<file path="src/rtl/mem_pkg.sv">
// Shared types and sizes for the 8x8 register-file memory and its host-side controller.
// MEM_CTRL_INIT_CLEAR_EN adds the INIT state used by the power-on clear sweep.
package mem_pkg;

  localparam int unsigned MEM_DW    = 8;
  localparam int unsigned MEM_AW    = 3;
  localparam int unsigned MEM_DEPTH = 1 << MEM_AW;

  typedef enum logic {
    OP_READ  = 1'b0,
    OP_WRITE = 1'b1
  } mem_op_e;

  typedef enum logic [2:0] {
    ST_IDLE = 3'd0,
    ST_WR   = 3'd1,
    ST_RD   = 3'd2,
    ST_RESP = 3'd3
`ifdef MEM_CTRL_INIT_CLEAR_EN
    , ST_INIT = 3'd4
`endif
  } mem_ctrl_state_e;

endpackage

</file>
<file path="src/rtl/mem_ctrl.sv">
// Host-side initiator for the negedge-sampling register-file memory: one request in flight,
// registered memory port, posted writes, valid/ready read response. MEM_CTRL_INIT_CLEAR_EN enables the clear sweep.
module mem_ctrl
  import mem_pkg::*;
(
  input  logic              clk,
  input  logic              reset,
  input  logic              req_valid,
  output logic              req_ready,
  input  logic              req_write,
  input  logic [MEM_AW-1:0] req_addr,
  input  logic [MEM_DW-1:0] req_wdata,
  output logic              resp_valid,
  input  logic              resp_ready,
  output logic [MEM_DW-1:0] resp_rdata,
  output logic              mem_op,
  output logic [MEM_AW-1:0] mem_addr,
  output logic [MEM_DW-1:0] mem_data_in,
  input  logic [MEM_DW-1:0] mem_data_out,
  output logic              init_busy
);

  localparam int unsigned DW = MEM_DW;
  localparam int unsigned AW = MEM_AW;

  mem_ctrl_state_e state_q, state_d;
  mem_op_e         mem_op_q, mem_op_d;
  logic [AW-1:0]   mem_addr_q, mem_addr_d;
  logic [DW-1:0]   mem_data_in_q, mem_data_in_d;
  logic [DW-1:0]   resp_rdata_q, resp_rdata_d;
  logic            resp_valid_q, resp_valid_d;
  logic            req_ready_q, req_ready_d;

`ifdef MEM_CTRL_INIT_CLEAR_EN
  localparam int unsigned CW = AW + 1;
  logic [CW-1:0] sweep_cnt_q, sweep_cnt_d;
  logic          init_busy_q, init_busy_d;
`endif

  // Next-state and next-output logic; every memory-side output is registered below.
  always_comb begin
    state_d       = state_q;
    mem_op_d      = OP_READ;
    mem_addr_d    = mem_addr_q;
    mem_data_in_d = mem_data_in_q;
    resp_rdata_d  = resp_rdata_q;
    resp_valid_d  = 1'b0;
    req_ready_d   = 1'b0;
`ifdef MEM_CTRL_INIT_CLEAR_EN
    sweep_cnt_d   = sweep_cnt_q;
    init_busy_d   = 1'b0;
`endif
    case (state_q)
      ST_IDLE: begin
        req_ready_d = 1'b1;
        if (req_valid && req_ready_q) begin
          req_ready_d = 1'b0;
          mem_addr_d  = req_addr;
          if (req_write) begin
            mem_op_d      = OP_WRITE;
            mem_data_in_d = req_wdata;
            state_d       = ST_WR;
          end else begin
            state_d = ST_RD;
          end
        end
      end
      ST_WR: begin
        req_ready_d = 1'b1;
        state_d     = ST_IDLE;
      end
      ST_RD: begin
        // Memory refreshed data_out at the mid-cycle negedge.
        resp_rdata_d = mem_data_out;
        resp_valid_d = 1'b1;
        state_d      = ST_RESP;
      end
      ST_RESP: begin
        resp_valid_d = 1'b1;
        if (resp_ready) begin
          resp_valid_d = 1'b0;
          req_ready_d  = 1'b1;
          state_d      = ST_IDLE;
        end
      end
`ifdef MEM_CTRL_INIT_CLEAR_EN
      ST_INIT: begin
        if (sweep_cnt_q == CW'(MEM_DEPTH)) begin
          req_ready_d = 1'b1;
          state_d     = ST_IDLE;
        end else begin
          mem_op_d      = OP_WRITE;
          mem_addr_d    = sweep_cnt_q[AW-1:0];
          mem_data_in_d = '0;
          init_busy_d   = 1'b1;
          sweep_cnt_d   = sweep_cnt_q + CW'(1);
        end
      end
`endif
      default: state_d = ST_IDLE;
    endcase
  end

  always_ff @(posedge clk or negedge reset) begin
    if (!reset) begin
`ifdef MEM_CTRL_INIT_CLEAR_EN
      state_q       <= ST_INIT;
      sweep_cnt_q   <= '0;
      init_busy_q   <= 1'b0;
`else
      state_q       <= ST_IDLE;
`endif
      mem_op_q      <= OP_READ;
      mem_addr_q    <= '0;
      mem_data_in_q <= '0;
      resp_rdata_q  <= '0;
      resp_valid_q  <= 1'b0;
      req_ready_q   <= 1'b0;
    end else begin
`ifdef MEM_CTRL_INIT_CLEAR_EN
      sweep_cnt_q   <= sweep_cnt_d;
      init_busy_q   <= init_busy_d;
`endif
      state_q       <= state_d;
      mem_op_q      <= mem_op_d;
      mem_addr_q    <= mem_addr_d;
      mem_data_in_q <= mem_data_in_d;
      resp_rdata_q  <= resp_rdata_d;
      resp_valid_q  <= resp_valid_d;
      req_ready_q   <= req_ready_d;
    end
  end

  assign mem_op      = mem_op_q;
  assign mem_addr    = mem_addr_q;
  assign mem_data_in = mem_data_in_q;
  assign resp_rdata  = resp_rdata_q;
  assign resp_valid  = resp_valid_q;
  assign req_ready   = req_ready_q;

`ifdef MEM_CTRL_INIT_CLEAR_EN
  assign init_busy = init_busy_q;
`else
  assign init_busy = 1'b0;
`endif

endmodule

</file>
<file path="config.mk">
export PLATFORM = sky130hd
export DESIGN_NAME = mem_ctrl
export DESIGN_NICKNAME = d
export VERILOG_FILES = /design/src/rtl/mem_pkg.sv /design/src/rtl/mem_ctrl.sv
export SDC_FILE = /design/constraint.sdc
export NUM_CORES = 1
export LEC_CHECK = 0
export ABC_AREA = 1
export BUFFER_PORTS_ARGS = -buffer_cell sky130_fd_sc_hd__buf_2
export CORE_UTILIZATION = 30
export DETAILED_ROUTE_END_ITERATION = 8
export GPL_ROUTABILITY_DRIVEN = 0
export SETUP_SLACK_MARGIN = 0.3
export SYNTH_ARGS = -nofsm -noshare
export SYNTH_HDL_FRONTEND = slang
export SYNTH_SLANG_ARGS = --single-unit
</file>
<file path="constraint.sdc">
create_clock -name clk -period 1.13 [get_ports clk]
set_input_delay 0.0565 -clock clk [delete_from_list [all_inputs] [get_ports clk]]
set_output_delay 0.0565 -clock clk [all_outputs]
set_load 0.005 [all_outputs]
</file>
==> qor.tcl, run 1 <==
set qor(post-route-min-period_ps) 1000
set qor(postSynthRegisterBits) 24
set qor(ant_nets) 0
set qor(final_common_cell) {buf_2}
set qor(die_y_um) 58.7
set qor(flow.area_growth_from_synthesis_pct) 67.1
set qor(fin_setup_tns_ps) 0
set qor(synth_area_um2) 965
set qor(maximum_number_of_pins_on_one_net_before_global_route_repair) 25
set qor(antenna_found_initial) 0
set qor(floorplan.initialDensity) 0.316
set qor(synth_seq_area_share) 0.623
set qor(fin_crit_sh) 0.888
set qor(max_freq_mhz) 997
set qor(drt_first_pass_iters) 4
set qor(hpwlAfterDp_mm) 1.54
set qor(crit_path_end_kind) {flop}
set qor(clockRootBuffer) {clkbuf_4}
set qor(drv.max_cap_violation_count) 0
set qor(final_max_slew_viol_count) 0
set qor(synth-warning-count) 0
set qor(final_hold_vio_count) 0
set qor(fillerInstances) 284
set qor(critical_path.top_delay_family) {simple AND/OR/NAND/NOR gates}
set qor(ctsLongestPathBuffers) 2
set qor(route.vias.total) 945
set qor(final-instance-count-excl-fill) 226
set qor(drive_above_1_share) 0.412
set qor(post_drt_via_cell_ratio) 4.18
set qor(antennaDiodeCount) 0
set qor(grt.total_usage) 0.150
set qor(start_kind) {flop}
set qor(setup_viol_count_final) 0
set qor(port-buffer-count) 45
set qor(std_cell_rows) 20
set qor(path_common_cell) {nand2_1}
set qor(drc_errors) 0
set qor(post_drt_wl_per_cell_um) 10.7
set qor(max_slew_margin) 0.653
set qor(final_cell_mix) {45 x buf_2, 38 x nand2_1, 22 x dlygate4sd3_1, 22 x dfrtp_1, 19 x nand3_1}
set qor(report.power.total_uw) 3570
set qor(htree_levels) 1
set qor(io_pins) 47
set qor(synthCells) 101
set qor(run_status) {complete, no violations}
set qor(post-synth-top-area-cell) {dfrtp_1}
set qor(dpl.cell_count) 190
set qor(yosys-top-cells-area) {dfrtp_1 62%, nand2_1 16%, nand3_1 10%, nor2_4 2.3%, a21oi_4 1.7%}
set qor(syn_nets) 125
set qor(global_route.overflow_total) 0
set qor(finalClockSkew_ps) 2.59
set qor(powerDensity_nw_per_um2) 2220
set qor(timing_worst_setup_path_type) {reg2reg}
set qor(max_stage_delay_ps) 400
set qor(cts_buffers) 3
set qor(cp.required_ps) 1350
set qor(fin_nets) 207
set qor(ir_worst_vdd_mv) 0.675
set qor(post-place-ws_ps) 80.1
set qor(syn_area_per_cell_um2) 9.55
set qor(fin_ws_ps) 127
set qor(timing_worst_slew_pin_value_ps) 521
set qor(clock_pin_slew_worst_setup_and_hold_paths_ps) 130
set qor(tritoncts) {yes}
set qor(grt_pass1_wl_mm) 3.79
set qor(worstPathBufferInverterCount) 0
set qor(initial_drc_count) 54
set qor(cts_num_sinks) 24
set qor(critical_path.slowest_cell) {dfrtp_1}
set qor(clk_latency_ps) 310
set qor(worstPathMaxFanout) 9
set qor(yosysUniqueCellTypes) 13
set qor(rsz0062_at_grt) {yes}
set qor(die_area_um2) 3450
set qor(synth_largest_type_area_fraction) 0.623
set qor(worstPathArrival_ps) 1230
set qor(min_path_type) {in2reg}
set qor(p_leak_uw) 0.000890
set qor(final_wirelength_mm) 2.43
set qor(chipWidth_um) 58.7
set qor(crit_path_cell_trace) {nand2_2, nor2_4, nand2_4, nand2_1, nand2_1}
set qor(floorplan.core_area_um2) 3050
set qor(grt_pass1_vias) 859
## worst min-delay path, stage by stage
cell and delay (ps):
buf_2 110, nand3_1 100, o21ai_1 60
## cells in the mapped netlist
cell and number:
o21ai_0 2, nor2_4 2, buf_6 1, nand2_2 2, buf_4 2, nand2_1 40
nand3_1 20, inv_2 3, inv_1 2, dfrtp_1 24, nor2_1 1, a21oi_4 1
conb_1 1
## per-layer routing
layer / share of wire / wire length (µm) / vias up / GRT usage
li1: - / - / 479 / -
met3: 0.042 / 103 / 4 / 0.0198
met5: 0 / 0 / - / 0
met2: 0.52 / 1250 / 27 / 0.274
met1: 0.42 / 1030 / 435 / 0.173
met4: 0.016 / 40 / 0 / 0.0714
## cell families (layout without fill, tap and decap cells)
group           Yosys count  in the layout  share of synthesized area
simple gates             65             65                      0.300
flops                    24             24                      0.623
buf+inv                   8             89                     0.0467
compound gates            3              3                     0.0272
other cells               1              1                    0.00389
## final timing paths
path / start / to / depth (start not counted) / slack, ps
worst min register to register: resp_rdata[2] / resp_rdata[2] / 2 / 480
worst max-delay path: req_ready / mem_data_in[3] / 5 / 130
max in group asynchronous: reset / state_q[0] / 2 / 520
worst max register to register: req_ready / mem_data_in[3] / 5 / 130
worst min-delay path: req_valid / state_q[0] / 3 / 40
min in group asynchronous: reset / resp_rdata[1] / 2 / 240
## state kept, by name (all words and copies together), names as in the netlist
signal,flops
resp_rdata,8
mem_addr,3
mem_data_in,8
mem_op,1
req_ready,1
state_q,2
resp_valid,1
## what timing repair did
action	CTS	global route
gates cloned	0	0
hold buffers	22	0
setup buffers	5	5
resized for setup	4	3
pin swaps	3	3
endpoints found under the setup margin	45	46
endpoints found under the hold margin	45	0
## through the flow
| step | util | area (µm²) | hold WS, ps |
|---|---|---|---|
| after global routing | 0.528 | 1610 | 29.7 |
| after detailed placement | 0.413 | 1260 | 67.9 |
| after global placement | 0.413 | 1260 | 62.7 |
| after CTS | 0.514 | 1570 | 30.7 |
| after floorplan | - | 987 | -239 |
| final | 0.528 | 1610 | 39.1 |
## area by class of cell
class / instances / area, µm² / area share
well taps: 44 / 55.1 / 0.0342
clock buffers: 4 / 36.3 / 0.0225
repair buffers: 80 / 554 / 0.344
multi-input cells: 69 / 339 / 0.210
inverters: 5 / 23.8 / 0.0148
flip-flops and latches: 24 / 603 / 0.374
## power breakdown
part | switching (µW) | internal [µW] | total, µW
registers | 245 | 1260 | 1500
clock network | 250 | 197 | 447
logic | 784 | 837 | 1620
(Power assumes the default switching activity.)
==> run 2, diff against run 1 <==
--- a/config.mk
+++ b/config.mk
@@ -7,9 +7,11 @@
 export LEC_CHECK = 0
 export ABC_AREA = 1
 export BUFFER_PORTS_ARGS = -buffer_cell sky130_fd_sc_hd__buf_2
-export CORE_UTILIZATION = 30
+export CORE_UTILIZATION = 44
 export DETAILED_ROUTE_END_ITERATION = 8
 export GPL_ROUTABILITY_DRIVEN = 0
+export MAX_ROUTING_LAYER = met4
+export PLACE_DENSITY = 0.77
 export SETUP_SLACK_MARGIN = 0.3
 export SYNTH_ARGS = -nofsm -noshare
 export SYNTH_HDL_FRONTEND = slang
==> constraint.sdc (replaced) <==
create_clock -name clk -period 1.13 [get_ports clk]
set_input_delay 0.0565 -clock clk [delete_from_list [all_inputs] [get_ports clk]]
set_output_delay 0.0565 -clock clk [all_outputs]
set_load 0.02 [all_outputs]
==> run 2 against run 1 <==
The flow now stops in 5_1_grt. Synthesized cell count stayed put. Synthesized area did not move.
==> qor.tcl, run 2 <==
set qor(run_status) {aborted with a tool error}
set qor(stop_stage) {5_1_grt}
set qor(stop_error) {[ERROR DPL-0038] Utilization greater than 100%, impossible to legalize}
set qor(io_pins) 47 ;# unchanged
set qor(clockRootBuffer) {clkbuf_4}
set qor(floorplan.initialDensity) 0.482 ;# +0.166
set qor(globalroute.repair_timing.worst_endpoint) {mem_data_in[4]$_DFFE_PN0P_/D}
set qor(htree_levels) 1 ;# unchanged
set qor(top_ff_cell_synth) {dfrtp_1}
set qor(yosys-top-cells-area) {dfrtp_1 62%, nand2_1 16%, nand3_1 10%, nor2_4 2.3%, a21oi_4 1.7%}
set qor(worst_path_end_type) {sequential cell input}
set qor(ys_async_sr_fraction) 1.00 ;# unchanged
set qor(yosysUniqueCellTypes) 13 ;# unchanged
set qor(synth_seq_area_share) 0.623 ;# unchanged
set qor(cts_num_sinks) 24 ;# unchanged
set qor(ctsLongestPathBuffers) 2 ;# unchanged
set qor(post-synth-top-area-cell) {dfrtp_1}
set qor(synthCells) 101 ;# unchanged
set qor(syn_nets) 125 ;# unchanged
set qor(die_y_um) 48.8 ;# -17%
set qor(post-place-ws_ps) 65.1 ;# -15.0 ps
set qor(synth_largest_type_area_fraction) 0.623 ;# unchanged
set qor(ys_top_cells_by_count) {40 x nand2_1, 24 x dfrtp_1, 20 x nand3_1}
set qor(edff_count_synth) 0 ;# unchanged
set qor(syn_area_per_cell_um2) 9.55 ;# unchanged
set qor(postSynthRegisterBits) 24 ;# unchanged
set qor(chipWidth_um) 48.8 ;# -17%
set qor(port-buffer-count) 45 ;# unchanged
set qor(hpwlAfterDp_mm) 1.53 ;# -0.53%
set qor(synth-warning-count) 0 ;# unchanged
set qor(yosysMostFrequentCell) {nand2_1}
set qor(cts_buffers) 3 ;# unchanged
set qor(synth_area_um2) 965 ;# unchanged
set qor(std_cell_rows) 16 ;# -20%
set qor(maximum_number_of_pins_on_one_net_before_global_route_repair) 25
[run 2: cell counts after synthesis]
No cell type changed its count.
[run 2: kinds of logic after synthesis]
| kind of cell | after synthesis | synth area share |
|---|---|---|
| AO/OA/AOI/OAI | 3 | 0.0272 |
| flip-flops | 24 | 0.623 |
| AND/OR/NAND/NOR | 65 | 0.300 |
| other | 1 | 0.00389 |
| buffers and inverters | 8 | 0.0467 |
[run 2: timing repair]
| item | CTS |
|---|---|
| resized for setup | 58 |
| hold buffers | 20 |
| pin swaps | 13 |
| endpoints found under the hold margin | 43 |
| buffers inserted | 9 |
| endpoints found under the setup margin | 45 |
[run 2: through the flow]
step	instance area, µm²	hold WS (ps)	instances	utilization
after floorplan	971	-239	101	-
after global placement	1230	51.9	174	0.616
after detailed placement	1230	62.7	174	0.616
after CTS	1750	2.29	207	0.873
==> run 3, diff against run 2 <==
--- a/config.mk
+++ b/config.mk
@@ -7,12 +7,11 @@
 export LEC_CHECK = 0
 export ABC_AREA = 1
 export BUFFER_PORTS_ARGS = -buffer_cell sky130_fd_sc_hd__buf_2
-export CORE_UTILIZATION = 44
+export CORE_AREA = 2 2 63 65
 export DETAILED_ROUTE_END_ITERATION = 8
+export DIE_AREA = 0 0 65 67
 export GPL_ROUTABILITY_DRIVEN = 0
-export MAX_ROUTING_LAYER = met4
-export PLACE_DENSITY = 0.77
-export SETUP_SLACK_MARGIN = 0.3
+export PLACE_DENSITY_LB_ADDON = 0.15
 export SYNTH_ARGS = -nofsm -noshare
 export SYNTH_HDL_FRONTEND = slang
 export SYNTH_SLANG_ARGS = --single-unit
==> run 3 against run 2 <==
The flow now finishes without violations.
==> qor.tcl, run 3 (synthesis results as in run 1) <==
set qor(run_status) {complete, no violations}
set qor(timing_worst_slew_pin_value_ps) 545
set qor(floorplan.initialDensity) 0.268 ;# -0.214
set qor(post_drt_via_cell_ratio) 4.19
set qor(io_pins) 47 ;# unchanged
set qor(final_wirelength_mm) 2.22
set qor(maximum_number_of_pins_on_one_net_before_global_route_repair) 25
set qor(cts_buffers) 3 ;# unchanged
set qor(rsz0062_at_grt) {no}
set qor(antennaDiodeCount) 0
set qor(final_max_slew_viol_count) 0
set qor(ant_nets) 0
set qor(grt_pass1_vias) 870
set qor(min_path_type) {in2reg}
set qor(clockRootBuffer) {clkbuf_8}
set qor(path_common_cell) {nand2_1}
set qor(grt.total_usage) 0.114
set qor(die_area_um2) 4360
set qor(route.vias.total) 855
set qor(crit_path_end_kind) {flop}
set qor(p_leak_uw) 0.000775
set qor(initial_drc_count) 26
set qor(hpwlAfterDp_mm) 1.65 ;# +7.7%
set qor(timing_worst_setup_path_type) {reg2reg}
set qor(setup.worst_path.start) {state_q[0]}
set qor(cp.required_ps) 1300
set qor(cts_num_sinks) 24 ;# unchanged
set qor(setup_viol_count_final) 0
set qor(min_delay_path_depth) 3
set qor(worstPathMaxFanout) 10
set qor(fin_crit_sh) 0.914
set qor(max_slew_margin) 0.637
set qor(seqPwrFrac) 0.374
set qor(clk_latency_ps) 270
set qor(global_route.overflow_total) 0
set qor(finalClockSkew_ps) 1.86
set qor(drt_first_pass_iters) 4
set qor(ctsLongestPathBuffers) 2 ;# unchanged
set qor(ir_worst_vdd_mv) 1.08
set qor(final_common_cell) {buf_2}
set qor(final_cell_mix) {45 x buf_2, 40 x nand2_1, 24 x dfrtp_1, 20 x nand3_1, 6 x buf_4}
set qor(grt_pass1_wl_mm) 3.79
set qor(htree_levels) 1 ;# unchanged
set qor(worst_hold_startpoint) {req_wdata[5]}
set qor(swShare) 0.412
set qor(clock_pin_slew_worst_setup_and_hold_paths_ps) 80
set qor(fin_nets) 181
set qor(flow.area_growth_from_synthesis_pct) 42.0
set qor(worstPathArrival_ps) 1200
set qor(critical_path.slowest_cell) {dfrtp_1}
set qor(floorplan.core_area_um2) 3610
set qor(fin_setup_tns_ps) 0
set qor(start_kind) {flop}
set qor(comb_power_share) 0.438
set qor(drv.max_cap_violation_count) 0
set qor(report.power.total_uw) 3980
set qor(port-buffer-count) 45 ;# unchanged
set qor(power_report.internal_total_uw) 2340
set qor(worst-r2r-cell-count) 4
set qor(final_hold_vio_count) 0
set qor(chipWidth_um) 65 ;# +33%
set qor(die_y_um) 67 ;# +37%
set qor(antenna_found_initial) 0
set qor(crit_path_cell_trace) {inv_2, nand2_2, nand2_1, nand2_1}
set qor(powerDensity_nw_per_um2) 2910
set qor(power.switching_uw) 1640
set qor(max_freq_mhz) 968
set qor(post-route-min-period_ps) 1030
set qor(tritoncts) {yes}
set qor(post_drt_wl_per_cell_um) 10.9
set qor(max_stage_delay_ps) 450
set qor(drive_above_1_share) 0.404
set qor(drc_errors) 0
set qor(std_cell_rows) 22 ;# +6
set qor(pwr-share-clk) 0.188
set qor(worstReg2RegStart) {state_q[0]}
## run 3: path summary, 6_finish.rpt
path,to,slack (ps)
min in group asynchronous,resp_rdata[2],300
max in group asynchronous,mem_op,470
max,resp_rdata[4],100
min reg2reg,mem_data_in[4],470
max reg2reg,resp_rdata[4],100
min,mem_data_in[5],10
## run 3: layer usage
layer	up-vias	part of all wire	wire (µm)	GRT usage
met5	-	0	0	0
met4	0	0.020	44	0.0559
met3	5	0.059	131	0.0253
met2	26	0.47	1050	0.186
met1	395	0.45	993	0.144
li1	429	-	-	-
## run 3: what timing repair did
action                     4_1_cts  5_1_grt
setup buffers                    0        3
hold buffers                     3        0
hold endpoints to repair        26        0
gates resized for setup          0        0
setup endpoints to repair        0        8
## run 3: worst max-delay path, delay by kind of cell, from the launching register on
kind	cells	cell delay (ps)
simple gates	3	290
flops	1	450
buf+inv	1	190
## run 3: per-stage QoR
step                      setup slack, ps   util  hold slack [ps]  instance area [µm²]  instances
after CTS                            34.8  0.374             7.21                 1350        201
after global placement               96.2  0.346             77.9                 1250        194
after floorplan                      85.1      -             -239                  965        101
final                                97.1  0.380             11.9                 1370        204
after global routing                 4.91  0.380             4.84                 1370        204
after detailed placement             49.6  0.346             80.7                 1250        194
## run 3: area by class of cell
cell class / count / area [µm²]
Clock inverter: 1 / 30.0
Multi-Input combinational cell: 69 / 319
Timing Repair Buffer: 54 / 300
Fill cell: 382 / 2240
Sequential cell: 24 / 601
Clock buffer: 3 / 41.3
Inverter: 5 / 18.8
Tap cell: 48 / 60.1
## run 3: power groups by stage
stage                     sequential [µW]  combinational, µW  clock (µW)
after detailed placement             1510               1710           0
after floorplan                      1950                670           0
final                                1490               1740         750
after CTS                            1500               1720         785
after global routing                 1530               1940         837
after global placement               1500               1680           0
==> run 4, diff against run 3 <==
--- a/config.mk
+++ b/config.mk
@@ -7,10 +7,13 @@
 export LEC_CHECK = 0
 export ABC_AREA = 1
 export BUFFER_PORTS_ARGS = -buffer_cell sky130_fd_sc_hd__buf_2
+export CELL_PAD_IN_SITES_DETAIL_PLACEMENT = 0
+export CELL_PAD_IN_SITES_GLOBAL_PLACEMENT = 1
 export CORE_AREA = 2 2 63 65
 export DETAILED_ROUTE_END_ITERATION = 8
 export DIE_AREA = 0 0 65 67
 export GPL_ROUTABILITY_DRIVEN = 0
+export GPL_TIMING_DRIVEN = 0
 export PLACE_DENSITY_LB_ADDON = 0.15
 export SYNTH_ARGS = -nofsm -noshare
 export SYNTH_HDL_FRONTEND = slang
==> run 4 against run 3 <==
First-iteration DRC count down 7.7%. Worst setup slack better by 21 ps. Via count down 2.9%. Clock skew up 1.2 ps. Hold slack worse by 4.5 ps. Critical path depth up 1. Register-to-register slack better by 20 ps. Routed wire length down 3.5%. Count of clock-buffer cells in the layout unchanged. Cell count down 1.5%. Core utilization down 0.94 points.
==> qor.tcl, run 4 (synthesis results as in run 1) <==
set qor(clock_pin_slew_worst_setup_and_hold_paths_ps) 80 ;# about the same
set qor(grt_pass1_vias) 790 ;# -9.2%
set qor(worstPathMaxFanout) 10 ;# unchanged
set qor(final_max_slew_viol_count) 0 ;# unchanged
set qor(global_route.overflow_total) 0 ;# unchanged
set qor(ir_worst_vdd_mv) 1.08 ;# about the same
set qor(fin_crit_sh) 0.895 ;# -0.0190
set qor(final_util) 0.371 ;# -0.00937
set qor(ant_nets) 0 ;# unchanged
set qor(initial_drc_count) 24 ;# -7.7%
set qor(worstPathArrival_ps) 1170 ;# -30 ps
set qor(flow.area_growth_from_synthesis_pct) 38.5
set qor(floorplan.initialDensity) 0.268 ;# unchanged
set qor(std_cell_rows) 22 ;# unchanged
set qor(finalClockSkew_ps) 3.05 ;# +1.19 ps
set qor(dpl.cell_count) 194 ;# unchanged
set qor(critical_path.slowest_cell) {dfrtp_1}
set qor(start_kind) {flop}
set qor(htree_levels) 1 ;# unchanged
set qor(maximum_number_of_pins_on_one_net_before_global_route_repair) 25 ;# unchanged
set qor(grt_pass1_wl_mm) 3.54 ;# -6.6%
set qor(fin_nets) 179 ;# -1.1%
set qor(final_wirelength_mm) 2.14 ;# -3.5%
set qor(post_drt_wl_per_cell_um) 10.7 ;# -2.0%
set qor(placement.cell_area_um2) 1250 ;# +0.30%
set qor(p_leak_uw) 0.000762 ;# -1.6%
set qor(drc_errors) 0 ;# unchanged
set qor(powerDensity_nw_per_um2) 2770 ;# -4.7%
set qor(final_cell_mix) {45 x buf_2, 40 x nand2_1, 23 x dfrtp_1, 20 x nand3_1}
set qor(cts_buffers) 3 ;# unchanged
set qor(drt_first_pass_iters) 4 ;# unchanged
set qor(grt.total_usage) 0.109 ;# -0.00579
set qor(timing_worst_slew_pin_value_ps) 535 ;# -9.40 ps
set qor(route.vias.total) 830 ;# -2.9%
set qor(die_y_um) 67 ;# unchanged
set qor(max_stage_delay_ps) 420 ;# -30 ps
set qor(timing_worst_setup_path_type) {reg2reg}
set qor(hpwlAfterDp_mm) 1.62 ;# -1.9%
set qor(crit_path_end_kind) {flop}
set qor(chipWidth_um) 65 ;# unchanged
set qor(critical_path.top_delay_family) {flip-flops}
set qor(die_area_um2) 4360 ;# unchanged
set qor(antennaDiodeCount) 0 ;# unchanged
set qor(reg2reg_slack_ps) 120 ;# +20 ps
set qor(final_hold_vio_count) 0 ;# unchanged
set qor(tritoncts) {yes}
set qor(path_common_cell) {nand2_1}
set qor(rsz0062_at_grt) {no}
set qor(max_freq_mhz) 989 ;# +2.1%
set qor(worst_hold_slack_ps) 7.34 ;# -4.54 ps
set qor(drive_above_1_share) 0.405 ;# +0.00138
set qor(cts_num_sinks) 24 ;# unchanged
set qor(post_drt_via_cell_ratio) 4.13 ;# -1.5%
set qor(clockRootBuffer) {clkbuf_8}
set qor(ctsLongestPathBuffers) 2 ;# unchanged
set qor(post-route-min-period_ps) 1010 ;# -21.4 ps
set qor(final_common_cell) {buf_2}
set qor(max_slew_margin) 0.643 ;# +0.00627
set qor(antenna_found_initial) 0 ;# unchanged
set qor(run_status) {complete, no violations}
set qor(clk_latency_ps) 260 ;# about the same
set qor(fin_setup_tns_ps) 0 ;# unchanged
set qor(postLayoutCellArea_um2) 1340 ;# -2.5%
set qor(floorplan.core_area_um2) 3610 ;# unchanged
set qor(final-instance-count-excl-fill) 201 ;# -1.5%
set qor(drv.max_cap_violation_count) 0 ;# unchanged
set qor(io_pins) 47 ;# unchanged
set qor(setup_viol_count_final) 0 ;# unchanged
set qor(crit_path_cell_trace) {buf_6, inv_2, nand2_1, nand2_1, nand2_1}
set qor(cp.required_ps) 1290 ;# about the same
set qor(worstPathBufferInverterCount) 2 ;# +1
set qor(port-buffer-count) 45 ;# unchanged
set qor(min_path_type) {in2reg}
-- run 4: final timing paths --
| path | to | startpoint | cells past startpoint |
|---|---|---|---|
| worst max-delay path | mem_addr[2] | state_q[1] | 5 |
| worst min-delay path | state_q[1] | req_write | 2 |
| worst max register to register | mem_addr[2] | state_q[1] | 5 |
| worst min register to register | mem_addr[1] | mem_addr[1] | 2 |
| max in group asynchronous | state_q[0] | reset | 2 |
| min in group asynchronous | resp_rdata[7] | reset | 2 |
-- run 4: what timing repair did --
action,in CTS,in global routing
gates resized for setup,0,3
hold buffers,2,0
setup buffers,0,2
endpoints found under the hold margin,25,0
setup endpoints to repair,0,10
-- run 4: power breakdown --
part           leakage (µW)  switching, µW  internal [µW]
sequential         0.000297            223           1260
clock             0.0000216            245            238
combinational      0.000443           1140            596
-- run 4: through the flow --
step           worst slack [ps]  total power (µW)
2_1_floorplan              85.1              2620
5_1_grt                    4.11              4020
3_3_place_gp               32.9              3190
4_1_cts                    11.9              3720
3_5_place_dp               22.4              3230
6_report                    119              3700
-- run 4: routing by layer --
layer,wire length (µm),share of wire,track usage,vias up
met5,0,0,0,-
met4,13,0.0061,0.0239,0
met3,148,0.069,0.0355,2
met2,1060,0.50,0.193,28
met1,915,0.43,0.127,378
li1,-,-,-,422
-- run 4: layout make-up --
type | count | area (µm²)
buffer | 3 | 30.0
clock buffer | 3 | 41.3
fill | 390 | 2270
inverter | 5 | 18.8
multi-input combinational | 69 | 324
sequential | 24 | 602
tap | 48 | 60.1
timing repair buffer | 49 | 260
-- run 4: worst register-to-register path, cell delays in order (launching register included) --
cell and delay, ps:
dfrtp_1 420, buf_6 160, inv_2 110, nand2_1 100
nand2_1 80, nand2_1 40
